<file path="src/rtl/mel_log_sequencer_if.sv">
`default_nettype none
// +----------------------------------------------------------------------------+
// | Module   : mel_log_sequencer_if                                            |
// | Brief    : Energy-in / log-out stream bundle for mel_log_sequencer.        |
// |            slave = sequencer side, master = producer/consumer side.        |
// | Revision : 1.0  initial release                                            |
// +----------------------------------------------------------------------------+
interface mel_log_sequencer_if #(
  parameter int IDX_W = 5
) ();
  logic [31:0]      energy_i;
  logic             energy_valid_i;
  logic             energy_ready_o;
  logic [7:0]       log_o;
  logic [IDX_W-1:0] log_idx_o;
  logic             log_last_o;
  logic             log_valid_o;
  logic             log_ready_i;
  logic [15:0]      frame_cnt_o;

  modport slave (
    input  energy_i, energy_valid_i, log_ready_i,
    output energy_ready_o, log_o, log_idx_o, log_last_o, log_valid_o, frame_cnt_o
  );

  modport master (
    output energy_i, energy_valid_i, log_ready_i,
    input  energy_ready_o, log_o, log_idx_o, log_last_o, log_valid_o, frame_cnt_o
  );
endinterface
`default_nettype wire

</file>
<file path="src/rtl/mel_log_sequencer.sv">
`default_nettype none
// +----------------------------------------------------------------------------+
// | Module   : mel_log_sequencer                                               |
// | Brief    : Buffers one frame of N_BANDS mel energies, then streams         |
// |            6*log2 approximations out in band order with index, last flag  |
// |            and a completed-frame counter.                                  |
// | Options  : define MEL_LOG_FRAC_EN to add the +3 half-octave fraction term. |
// | Revision : 1.0  initial release                                            |
// +----------------------------------------------------------------------------+
module mel_log_sequencer #(
  parameter int N_BANDS = 26,
  parameter int IDX_W   = 5
) (
  input  wire logic           clk,
  input  wire logic           rst_n,
  mel_log_sequencer_if.slave  bus
);

  typedef enum logic [0:0] {
    S_FILL  = 1'b0,
    S_DRAIN = 1'b1
  } state_e;

  localparam logic [IDX_W-1:0] C_WR_LAST = IDX_W'(N_BANDS - 1);
  localparam logic [IDX_W:0]   C_RD_END  = (IDX_W + 1)'(N_BANDS);

  state_e           state_q, state_d;
  logic [IDX_W-1:0] wr_cnt_q, wr_cnt_d;
  // One extra bit so the read counter can sit past the last band (N_BANDS may be 2^IDX_W).
  logic [IDX_W:0]   rd_cnt_q, rd_cnt_d;
  logic [7:0]       log_q, log_d;
  logic [IDX_W-1:0] idx_q, idx_d;
  logic             last_q, last_d;
  logic             valid_q, valid_d;
  logic [15:0]      frame_q, frame_d;
  logic [31:0]      mem_q [N_BANDS];

  logic             w_ready;
  logic             w_in_xfer;
  logic             w_out_xfer;
  logic             w_we;
  logic [IDX_W-1:0] w_rd_idx;
  logic [31:0]      w_x;
  logic [4:0]       w_msb;
  logic [7:0]       w_log;

  // Input is only accepted while filling and never while reset is held.
  assign w_ready    = (state_q == S_FILL) && rst_n;
  assign w_in_xfer  = w_ready && bus.energy_valid_i;
  assign w_out_xfer = valid_q && bus.log_ready_i;

  // Clamp the read address once the counter has run past the last band.
  always_comb begin
    w_rd_idx = '0;
    if (rd_cnt_q < C_RD_END) begin
      w_rd_idx = rd_cnt_q[IDX_W-1:0];
    end
  end

  assign w_x = mem_q[w_rd_idx];

`ifdef MEL_LOG_FRAC_EN
  logic w_frac;

  // Priority encoder: msb position plus the bit just below it as half-octave hint.
  always_comb begin
    w_msb  = '0;
    w_frac = 1'b0;
    for (int i = 1; i < 32; i++) begin
      if (w_x[i]) begin
        w_msb  = 5'(i);
        w_frac = w_x[i-1];
      end
    end
  end

  // 6*p peaks at 186, +3 at 189, so 8 bits never overflow.
  assign w_log = ({3'b000, w_msb} * 8'd6) + (w_frac ? 8'd3 : 8'd0);
`else
  // Priority encoder: msb position; 0 and 1 both map to position 0.
  always_comb begin
    w_msb = '0;
    for (int i = 1; i < 32; i++) begin
      if (w_x[i]) begin
        w_msb = 5'(i);
      end
    end
  end

  assign w_log = {3'b000, w_msb} * 8'd6;
`endif

  // Next-state logic: fill counter, drain output register and frame counter.
  always_comb begin
    state_d  = state_q;
    wr_cnt_d = wr_cnt_q;
    rd_cnt_d = rd_cnt_q;
    log_d    = log_q;
    idx_d    = idx_q;
    last_d   = last_q;
    valid_d  = valid_q;
    frame_d  = frame_q;
    w_we     = 1'b0;

    case (state_q)
      S_FILL: begin
        if (w_in_xfer) begin
          w_we = 1'b1;
          if (wr_cnt_q == C_WR_LAST) begin
            wr_cnt_d = '0;
            state_d  = S_DRAIN;
          end else begin
            wr_cnt_d = wr_cnt_q + 1'b1;
          end
        end
      end

      S_DRAIN: begin
        if (w_out_xfer) begin
          valid_d = 1'b0;
        end
        if (w_out_xfer && last_q) begin
          rd_cnt_d = '0;
          frame_d  = frame_q + 16'd1;
          state_d  = S_FILL;
        end else if ((!valid_q || w_out_xfer) && (rd_cnt_q < C_RD_END)) begin
          log_d    = w_log;
          idx_d    = rd_cnt_q[IDX_W-1:0];
          last_d   = (rd_cnt_q == C_RD_END - 1'b1);
          valid_d  = 1'b1;
          rd_cnt_d = rd_cnt_q + 1'b1;
        end
      end

      default: begin
        state_d = S_FILL;
      end
    endcase
  end

  // State and control registers; synchronous active-low reset drops any partial frame.
  always_ff @(posedge clk) begin
    if (!rst_n) begin
      state_q  <= S_FILL;
      wr_cnt_q <= '0;
      rd_cnt_q <= '0;
      log_q    <= '0;
      idx_q    <= '0;
      last_q   <= 1'b0;
      valid_q  <= 1'b0;
      frame_q  <= '0;
    end else begin
      state_q  <= state_d;
      wr_cnt_q <= wr_cnt_d;
      rd_cnt_q <= rd_cnt_d;
      log_q    <= log_d;
      idx_q    <= idx_d;
      last_q   <= last_d;
      valid_q  <= valid_d;
      frame_q  <= frame_d;
    end
  end

  // Frame buffer; contents are don't-care after reset, so no reset term.
  always_ff @(posedge clk) begin
    if (w_we) begin
      mem_q[wr_cnt_q] <= bus.energy_i;
    end
  end

  assign bus.energy_ready_o = w_ready;
  assign bus.log_o          = log_q;
  assign bus.log_idx_o      = idx_q;
  assign bus.log_last_o     = last_q;
  assign bus.log_valid_o    = valid_q;
  assign bus.frame_cnt_o    = frame_q;

endmodule
`default_nettype wire

</file>
<file path="src/flat_wrapper.sv">
// flat-port wrapper written by rule: the top's interface ports become plain ports
module mel_log_sequencer_flat 
#(
  parameter int N_BANDS = 26,
  parameter int IDX_W   = 5
)
  (clk, rst_n, bus_energy_i, bus_energy_valid_i, bus_log_ready_i, bus_energy_ready_o, bus_log_o, bus_log_idx_o, bus_log_last_o, bus_log_valid_o, bus_frame_cnt_o);
  mel_log_sequencer_if #(.IDX_W(IDX_W)) bus_i ();
  input  wire logic clk;
  input  wire logic rst_n;
  input wire logic [$bits(bus_i.energy_i)-1:0] bus_energy_i;
  input wire logic [$bits(bus_i.energy_valid_i)-1:0] bus_energy_valid_i;
  input wire logic [$bits(bus_i.log_ready_i)-1:0] bus_log_ready_i;
  output wire logic [$bits(bus_i.energy_ready_o)-1:0] bus_energy_ready_o;
  output wire logic [$bits(bus_i.log_o)-1:0] bus_log_o;
  output wire logic [$bits(bus_i.log_idx_o)-1:0] bus_log_idx_o;
  output wire logic [$bits(bus_i.log_last_o)-1:0] bus_log_last_o;
  output wire logic [$bits(bus_i.log_valid_o)-1:0] bus_log_valid_o;
  output wire logic [$bits(bus_i.frame_cnt_o)-1:0] bus_frame_cnt_o;
  assign bus_i.energy_i = bus_energy_i;
  assign bus_i.energy_valid_i = bus_energy_valid_i;
  assign bus_i.log_ready_i = bus_log_ready_i;
  assign bus_energy_ready_o = bus_i.energy_ready_o;
  assign bus_log_o = bus_i.log_o;
  assign bus_log_idx_o = bus_i.log_idx_o;
  assign bus_log_last_o = bus_i.log_last_o;
  assign bus_log_valid_o = bus_i.log_valid_o;
  assign bus_frame_cnt_o = bus_i.frame_cnt_o;
  mel_log_sequencer #(.N_BANDS(N_BANDS), .IDX_W(IDX_W)) u_core (.clk(clk), .rst_n(rst_n), .bus(bus_i));
endmodule
</file>
<file path="config.mk">
export PLATFORM = sky130hd
export DESIGN_NAME = mel_log_sequencer_flat
export DESIGN_NICKNAME = d
export VERILOG_FILES = /design/src/rtl/mel_log_sequencer_if.sv /design/src/rtl/mel_log_sequencer.sv /design/src/flat_wrapper.sv
export SDC_FILE = /design/constraint.sdc
export NUM_CORES = 1
export LEC_CHECK = 0
export CORE_ASPECT_RATIO = 1.25
export CORE_MARGIN = 5
export CORE_UTILIZATION = 53
export CTS_BUF_LIST = sky130_fd_sc_hd__clkbuf_8
export CTS_CLUSTER_SIZE = 10
export DETAILED_ROUTE_END_ITERATION = 7
export GPL_ROUTABILITY_DRIVEN = 0
export HOLD_SLACK_MARGIN = 0.02
export PLACE_DENSITY = 0.74
export SLEW_MARGIN = 20
export SYNTH_ARGS = -nofsm -noshare
export SYNTH_HDL_FRONTEND = slang
export SYNTH_SLANG_ARGS = --single-unit
</file>
<file path="constraint.sdc">
create_clock -name clk -period 4.7 [get_ports clk]
set_input_delay 0.94 -clock clk [delete_from_list [all_inputs] [get_ports clk]]
set_output_delay 0.94 -clock clk [all_outputs]
set_load 0.03 [all_outputs]
</file>
==> results of run 1 <==
-- logic make-up after synthesis --
group	after synthesis	share of synthesized area [%]
DFF	848	72.2
and+or+nand+nor	648	9.03
muxes	133	4.23
other	1	0.0108
AOI/OAI and AO/OA	556	11.3
adders and majority gates	14	0.526
buffers and inverters	193	2.38
xor gates and xnor gates	13	0.328
-- synth_stat cells, drive strengths merged, types with 6 or more instances --
master    n
o211ai   11
edfxtp  806
nand2b    6
nor3     35
ha       13
a31oi    55
mux2i    70
mux2     58
or3      13
nand2   244
nand4    10
a211o    12
o221ai   30
dfxtp    42
inv      13
and2     15
or2      25
o311ai   27
buf      78
nor2b    15
a31o     11
nor4     11
o22ai    13
a211oi   81
a32oi     6
a21oi    76
a21boi   20
a221oi   28
o32ai     6
nand3   108
and3     71
xnor2     9
a311oi    8
o31ai    10
o21ai   103
a221o    13
nor2     80
clkbuf  102
-- power by group through the flow --
| stage | Sequential, mW | Combinational [mW] | Clock, mW |
|---|---|---|---|
| 2_1_floorplan | 8.45 | 0.0716 | 0 |
| 3_3_place_gp | 8.45 | 0.238 | 0 |
| 3_5_place_dp | 8.46 | 0.250 | 0 |
| 4_1_cts | 8.29 | 0.252 | 5.16 |
| 5_1_grt | 8.29 | 0.282 | 5.53 |
| 6_report | 8.29 | 0.264 | 5.14 |
-- registers in the layout, indices dropped and copies added (netlist names) --
signal / count
u_core.mem_q: 806
u_core.wr_cnt_q: 5
u_core.bus.log_idx_o: 5
u_core.bus.log_last_o: 1
u_core.bus.log_valid_o: 1
u_core.bus.frame_cnt_o: 16
u_core.state_q: 1
u_core.rd_cnt_q: 6
u_core.bus.log_o: 7
-- area by class of cell --
type | instances | area, µm² | area share, %
flip-flops and latches | 848 | 25100 | 61.8
multi-input cells | 1367 | 9270 | 22.9
repair buffers | 303 | 3040 | 7.49
clock buffers | 118 | 1620 | 4.00
well taps | 856 | 1070 | 2.64
clock inverters | 94 | 440 | 1.09
inverters | 13 | 48.8 | 0.120
diodes | 4 | 10.0 | 0.0247
-- per-layer routing --
layer,routed length [µm],up-vias
li1,-,9972
met1,36400,11727
met2,51000,1773
met3,11600,380
met4,6740,0
met5,0,-
-- worst max-delay path, delay by kind of cell (launching register included) --
kind	cells	cell delay, ns
buf+inv	2	0.37
simple gates	3	0.99
compound gates	10	2.09
flops	1	0.35
fa+ha+maj	2	0.62
-- final timing paths --
check	startpoint	to	slack [ns]	cells after the start
max	u_core.rd_cnt_q[2]$_SDFFE_PN0P_	u_core.bus.log_o[6]$_SDFFE_PN0P_	0.09	17
min	u_core.bus.log_idx_o[1]$_SDFFE_PN0P_	u_core.bus.log_idx_o[1]$_SDFFE_PN0P_	0.46	2
max reg2reg	u_core.rd_cnt_q[2]$_SDFFE_PN0P_	u_core.bus.log_o[6]$_SDFFE_PN0P_	0.09	17
min reg2reg	u_core.bus.log_idx_o[1]$_SDFFE_PN0P_	u_core.bus.log_idx_o[1]$_SDFFE_PN0P_	0.46	2
-- cells in the final DEF (no fill, tap or decap), types with 46 or more instances in the layout --
cell,n
a211oi_1,76
nand2_1,239
inv_1,49
buf_4,189
nor2_1,50
and3_1,71
nand3_1,108
buf_12,46
mux2_2,58
clkdlybuf4s50_1,65
a21oi_1,73
o21ai_0,99
edfxtp_1,806
clkbuf_8,118
mux2i_1,70
a31oi_1,54
-- what timing repair did --
| action | in CTS | in global routing |
|---|---|---|
| endpoints found under the setup margin | 4 | 5 |
| setup buffers | 4 | 11 |
| gates resized for setup | 11 | 36 |
| pin swaps | 5 | 10 |
| cloned | 1 | 2 |
| endpoints found under the hold margin | 0 | 0 |
==> impl_summary.md, run 1 <==
Yosys
Averaged over all synthesized cells, the footprint is around 14 µm². The cell area that synthesis handed to floorplanning was ~35000 µm². The proportion of synthesized chip area in sequential cells is between 70% and 80%. The number of instances in the synthesized netlist is approximately 2400.

The proportion of netlist area held by the largest area contributor is 69.7%. The net count after synthesis is ~2500. For this run, the number of Yosys warnings is 0. The biggest area contributor in the post-synthesis netlist is edfxtp_1.

The number of unique standard cell types used by synthesis is 80. After synthesis the netlist holds a flip-flop and latch count of between 800 and 900. The number of synthesized flops with an enable pin is between 800 and 900.

Yosys attributes the largest share of cell area to edfxtp_1, nand2_1, dfxtp_1. The async set-reset flop share out of synthesis is 0%. The commonest register cell after synthesis is edfxtp_1.

Place
After detailed placement, the total cell area comes to ~38000 µm². The post-detailed-placement half-perimeter wirelength is 60900 µm. The cell total after placement is ~3400. Port buffering added 65 buffers. The post-placement worst setup slack is -0.124 ns.

Power
The combinational share of power is 1.9%. The cell-internal power is ~11 mW. The fraction of power consumed by sequential logic is around 61%. The maximum vdd drop is just over 200 µV. Dividing total power by cell area gives a power density of 338 nW/µm². The switching component of the power is between 2 and 3 mW. Per report_power, the clock group accounts for a little under two fifths of the total. Overall power consumption after layout is estimated at ~14 mW. In this run the static leakage power is roughly 13 nW. The switching part of the total power is 21.4%.

Drt
For this block, the initial DRC count from the detailed router was ~3200. The number of remaining DRC errors is 0. Using the TritonRoute via totals, the vias-per-cell ratio works out to ~6.6. The routed length per placed instance is between 20 and 30 µm. The final route contains between 20000 and 25000 vias. The count of TritonRoute iterations in the first routing pass is 8.

For this block, the routed nets add up to about 110000 µm of wire. The detail route stage leaves a number of antenna-violating nets equal to 0.

Layout
The final core area utilization is slightly above 60%. At the end of the flow, the number of nets in the layout was 2700. Counting the fill cells in the layout gives between 4000 and 5000. In the final layout, the share of cells above drive strength 1 is between 20% and 30%. For this run, the number of standard cells in the final layout without fillers is roughly 3600.

The area overhead of the layout relative to synthesis is 16.9%. The area of all placed cells without fillers is approximately 40000 µm².

GRT
The number of global-route vias before repair came to between 20000 and 25000. The first global-routing pass estimated approximately 150000 µm of wire. In the global route stage, met2 resource usage came out at 47.4%. In the global route stage, overall resource usage came out at between 20% and 30%. The met1 usage is 36.2%. met2 is the most crowded layer. The total congestion overflow after global routing is 0.

Global routing consumed, on the met3 layer, between 5 and 6% of the routing resources. The number of antenna violations at the first check in global routing was 4. Entering global routing, the biggest net connects 54 pins.

Worst setup path
The worst setup path category is reg2reg. The arrival time of the worst setup path is 5.18 ns. The maximum net fanout on the critical path is 10. The kind of start point of the critical path is a register. The delay contributed by the slowest stage of the critical path is just over 0.5 ns.

STA classifies the critical path endpoint as a register. Data on the critical path is required at its endpoint by roughly 5.3 ns. The critical-path cell with the highest stage delay is or3b_2. The signal on the critical path passes through o211a_1 > buf_4 > buf_4 > or3_1 > a221o_1 > a31oi_1 > a311oi_1 > or3b_2 > a21bo_2 > a31o_2 > o21a_2 > ha_4 > fa_1 > a21o_1 > a21oi_2 > or4_1 > a31oi_1.

CTS
The later pin in the worst-skew pair is clocked with a latency of roughly 0.76 ns. The count of clock tree sinks is ~850. Hold repair after CTS inserted 0 buffers. Clock-pin slew was measured on the worst setup and hold paths at 0.06 ns. The count of H-tree levels built during CTS is 3. The cell at the root of the clock tree is clkbuf_8.

The largest buffer count on any clock path is 3. TritonCTS built the clock tree. The number of buffers inserted during clock tree synthesis is around 120.

Floorplanning
The die height is between 200 and 300 µm. The floorplan step set the die width to 239 µm. Once the floorplan was initialized, standard cells occupied between 50 and 60% of the core. The die covers about 71000 µm². For this design the top-level I/O count stands at just under 70. The floorplan has between 100 and 150 rows. The total core area is 65300 µm².

Timing
In the finished design, the share of the clock period the worst path needs comes to around 98%. The actual slew at the worst max-slew pin is 1.05 ns. The worst-case hold slack is around 0.46 ns.

The final count of hold timing violations is 0. Setup total negative slack on the finished layout was measured at 0 ns. The maximum clock skew at final layout is around 0.040 ns. The number of max-slew violations in the final report came to 0. The maximum clock frequency is ~0.22 GHz. The final setup violation count is 0.

The final worst-path setup slack is ~0.089 ns. The final period demand of the worst path is between 4 and 5 ns. Measured against its own limit, the worst slew margin works out to slightly below 30%.

Min path
The tightest min-delay check is of the reg2reg type.

Flow run
Across the run, the number of max-cap violations was 0.

Status
The flow ran to the end, and the final reports show no timing, DRC or antenna violations.
(Power assumes the default switching activity.)
==> inputs of run 2 (changes only) <==
--- a/config.mk
+++ b/config.mk
@@ -5,6 +5,7 @@
 export SDC_FILE = /design/constraint.sdc
 export NUM_CORES = 1
 export LEC_CHECK = 0
+export ABC_AREA = 1
 export CORE_ASPECT_RATIO = 1.25
 export CORE_MARGIN = 5
 export CORE_UTILIZATION = 53
==> impl_summary.md, run 2 <==
Status
The run finished, with violations left. The checks that failed: negative setup slack.

Layout
Relative to the synthesized area, the layout overhead comes to 16.4%. The number of nets at the end of the flow was 2945 (+9.1%). The number of cells in the finished layout apart from fillers is 3857 (+7.0%). The flip-flop count of the largest register, all copies and words added came to 806 (unchanged).

The largest register by flop count is u_core.mem_q. The final core area utilization came to 61.9% (-0.22 points). The library cell used most frequently in the layout, excluding fill and tap cells, is edfxtp_1. The ratio of cells with drive above 1 in the final layout came to 19.0% (-1.8 points). The library cells used most frequently in the layout, excluding fill and tap cells, are edfxtp_1, nand2_1, nand3_1, buf_4, o211ai_1.

GRT
The all-layer global routing usage is 25.3% (-3.6 points). The pin count of the biggest net entering global routing is 62 (+15%). The number of antenna violations at the first check in global routing was 4 (unchanged). The first-pass GRT wire length is 137000 µm (-9.6%). The total congestion overflow after global routing is 0 (unchanged). The number of global-route vias before repair is 22871 (-2.5%).

Worst setup path
The maximum net fanout on the critical path was 5 (-5). The kind of start point of the critical path is a register. The worst setup path is captured at a register.

In this run the worst setup path begins at u_core.rd_cnt_q[1]$_SDFFE_PN0P_. The arrival time of the worst setup path is 5.39 ns (+0.21 ns). The worst endpoint required time is 5.34 ns (+0.07 ns). The reg-to-reg startpoint is u_core.rd_cnt_q[1]$_SDFFE_PN0P_.

The worst setup path is of the reg2reg kind. The delay contributed by the slowest stage of the critical path was 0.39 ns (-0.12 ns). The register-to-register setup slack is -0.05 ns (-0.14 ns). The endpoint identified for the worst register-to-register timing path is u_core.bus.log_o[6]$_SDFFE_PN0P_. The end of the critical path is u_core.bus.log_o[6]$_SDFFE_PN0P_.

The worst reg-to-reg path cell count is 47 (+30). The critical path's most frequent cell is nand2_1. The critical-path cell with the highest stage delay is fa_2.

Power
The maximum vdd drop is 217 µV (+7.0%). The cell-internal power is 11.1 mW (+3.3%). The cell leakage power is 13.6 nW (+1.2%). The switching component of the power is 2.90 mW (-1.2%). The fraction of power consumed by sequential logic is 59.1% (-1.4 points). The combinational share of power was 1.9% (about the same). The post-route total power is 14.0 mW (+2.4%).

The share of total power in the clock network is 39.0% (+1.5 points). The switching part of the total power is 20.7% (-0.75 points). The power density over cell area is 346 nW/µm² (+2.5%).

CTS
The count of clock tree sinks was 848 (unchanged). The number of buffers inserted during clock tree synthesis is 118 (+0.85%). The clock transition at the registers of the reported paths is 0.06 ns (about the same). The quantity of hold-fixing buffers added after cts was 0 (unchanged). The cell at the root of the clock tree is clkbuf_8. The count of H-tree levels built during CTS is 3 (unchanged). The largest buffer count on any clock path is 3 (unchanged). The later-pin clock latency in the skew report is 0.74 ns (-0.02 ns). TritonCTS built the clock tree.

Yosys
The cell type contributing the most total cell area after synthesis is edfxtp_1. The synthesized area per cell is 13.1 µm² (-9.4%). The most common cell in the synthesized netlist is edfxtp_1. The async set-reset flop share out of synthesis is 0% (unchanged). The proportion of netlist area held by the largest area contributor is 69.5% (-0.19 points). The proportion of synthesized chip area in sequential cells was 72.0% (-0.20 points). The number of unique standard cell types used by synthesis is 52 (-35%). The net count after synthesis is 2713 (+10%). The Yosys warning count is 0 (unchanged). The number of synthesized flops with an enable pin was 806 (unchanged). The mapped cell area is 34800 µm² (+0.27%).

The number of instances in the synthesized netlist is 2663 (+11%). The most used flip-flop cell after synthesis is edfxtp_1. In the synthesized netlist, the cells that appear most often are edfxtp_1, nand2_1, nand3_1. The flip-flop and latch count after synthesis is 848 (unchanged). By area the synthesized netlist is led by edfxtp_1, nand3_1, o211ai_1.

Place
The post-detailed-placement half-perimeter wirelength is 50800 µm (-17%). The cell total after placement was 3609 (+7.1%). The number of port buffers was 65 (unchanged).

The post-placement worst setup slack was -0.276 ns (-0.152 ns).

Timing
The share of the clock period used by the worst path is 101% (+2.9 points). The final setup violation count is 1 (+1). The final count of hold timing violations was 0 (unchanged).

The maximum clock frequency is 0.211 GHz (-2.9%). The maximum clock skew at final layout is 0.0354 ns (-0.00459 ns). The actual slew at the worst max-slew pin is 0.902 ns (-0.151 ns).

The final period demand of the worst path came to 4.75 ns (+0.136 ns). The worst-case hold slack is 0.466 ns (+0.00496 ns). Setup repair after global routing could not meet its margin everywhere. The number of max-slew violations in the final report is 0 (unchanged). The normalized max-slew margin came to 39.7% (+10 points). The final worst-path setup slack is -0.0474 ns (-0.136 ns).

Floorplanning
The total core area is 65400 µm² (+0.20%). The overall die width is 239 µm (+0.13%). The area of the die was 70900 µm² (+0.26%). The starting utilization of the core area is 53.2% (about the same).

The I/O pin count is 68 (unchanged). The cell row count is 105 (unchanged). The die height is 296 µm (+0.13%).

Drt
The total wire length is 92300 µm (-13%). The via-per-instance ratio is 6.07 (-8.3%). The total via count after detailed routing was 23406 (-1.9%). The number of DRC markers after the initial detailed-route iteration is 2758 (-14%).

The routed length per placed instance is 23.9 µm (-18%). The number of nets still failing antenna checks after routing was 0 (unchanged). The number of remaining DRC errors is 0 (unchanged). The count of TritonRoute iterations in the first routing pass is 7 (-1).

Min path
The origin of the worst min-delay path is u_core.bus.frame_cnt_o[15]$_SDFFE_PN0P_. The type of the most critical hold path is reg2reg.

Flow run
The max-cap check violation count came to 0 (unchanged).
## run 2: cell types whose count changed after synthesis, moves of 74 or more
| cell | before | now |
|---|---|---|
| nand3_1 | 108 | 263 |
| o211ai_1 | 10 | 160 |
| nor2_1 | 78 | 152 |
| or2_2 | 25 | 104 |
| a211oi_1 | 79 | 1 |
| inv_1 | 13 | 95 |
## run 2: final cells by class
| cell class | count | area (µm²) |
|---|---|---|
| diodes | 4 | 10.0 |
| well taps | 856 | 1070 |
| multi-input cells | 1536 | 8700 |
| inverters | 106 | 434 |
| repair inverters | 1 | 11.3 |
| repair buffers | 284 | 2950 |
| clock buffers | 123 | 1690 |
| flip-flops and latches | 848 | 25100 |
| clock inverters | 99 | 571 |
| fillers | 4701 | 24900 |
## run 2: logic make-up (layout without fill, tap and decap cells)
group	Yosys count	after routing	synth area share, %
compound gates	552	552	10.1
other cells	1	5	0.0108
xor+xnor	4	4	0.101
buf+inv	279	613	4.23
simple gates	963	963	13.0
flops	848	848	72.0
mux	2	2	0.0575
fa+ha+maj	14	14	0.525
## run 2: per-layer routing
layer / part of all wire (%) / track usage (%) / vias up / wire length (µm)
met4: 3.7 / 10.6 / 0 / 3440
met2: 49 / 42.4 / 1392 / 45600
met3: 10 / 4.58 / 222 / 9650
met5: 0 / 0 / - / 0
met1: 36 / 33.0 / 11425 / 33700
li1: - / - / 10367 / -
## run 2: through the flow
stage,TNS (ns),instance area [µm²]
6_report,-0.0474,40500
5_1_grt,-0.874,40500
4_1_cts,0,40200
3_5_place_dp,-0.317,37600
3_3_place_gp,-0.349,37600
2_1_floorplan,0,34800
## run 2: worst min-delay path by stage
stage,cells after the start,endpoint,slack [ns]
after floorplan,2,u_core.state_q$_SDFF_PN0_,0.49
after global placement,2,u_core.bus.frame_cnt_o[15]$_SDFFE_PN0P_,0.45
after detailed placement,2,u_core.bus.frame_cnt_o[15]$_SDFFE_PN0P_,0.46
after CTS,2,u_core.bus.frame_cnt_o[15]$_SDFFE_PN0P_,0.47
after global routing,2,u_core.bus.log_idx_o[3]$_SDFFE_PN0P_,0.52
final,2,u_core.bus.frame_cnt_o[15]$_SDFFE_PN0P_,0.47
## run 2: repair_timing
item / in CTS / in global routing
endpoints found under the setup margin: 3 / 6
resized for setup: 38 / 53
gates cloned: 4 / 4
pin swaps: 14 / 44
buffers inserted: 8 / 10
## run 2: power by group through the flow
stage / clock network, mW / registers (mW) / logic (mW)
after floorplan: 0 / 8.45 / 0.0727
after global placement: 0 / 8.45 / 0.240
after detailed placement: 0 / 8.46 / 0.250
after CTS: 5.54 / 8.30 / 0.254
after global routing: 5.90 / 8.29 / 0.287
final: 5.47 / 8.30 / 0.263
## run 2: critical path, delay by kind of cell (launching register included)
family | cells | cell delay, ns
and+or+nand+nor | 36 | 2.61
AOI/OAI and AO/OA | 4 | 0.65
xor gates and xnor gates | 1 | 0.07
buffers and inverters | 4 | 0.43
adders and majority gates | 2 | 0.55
DFF | 1 | 0.33
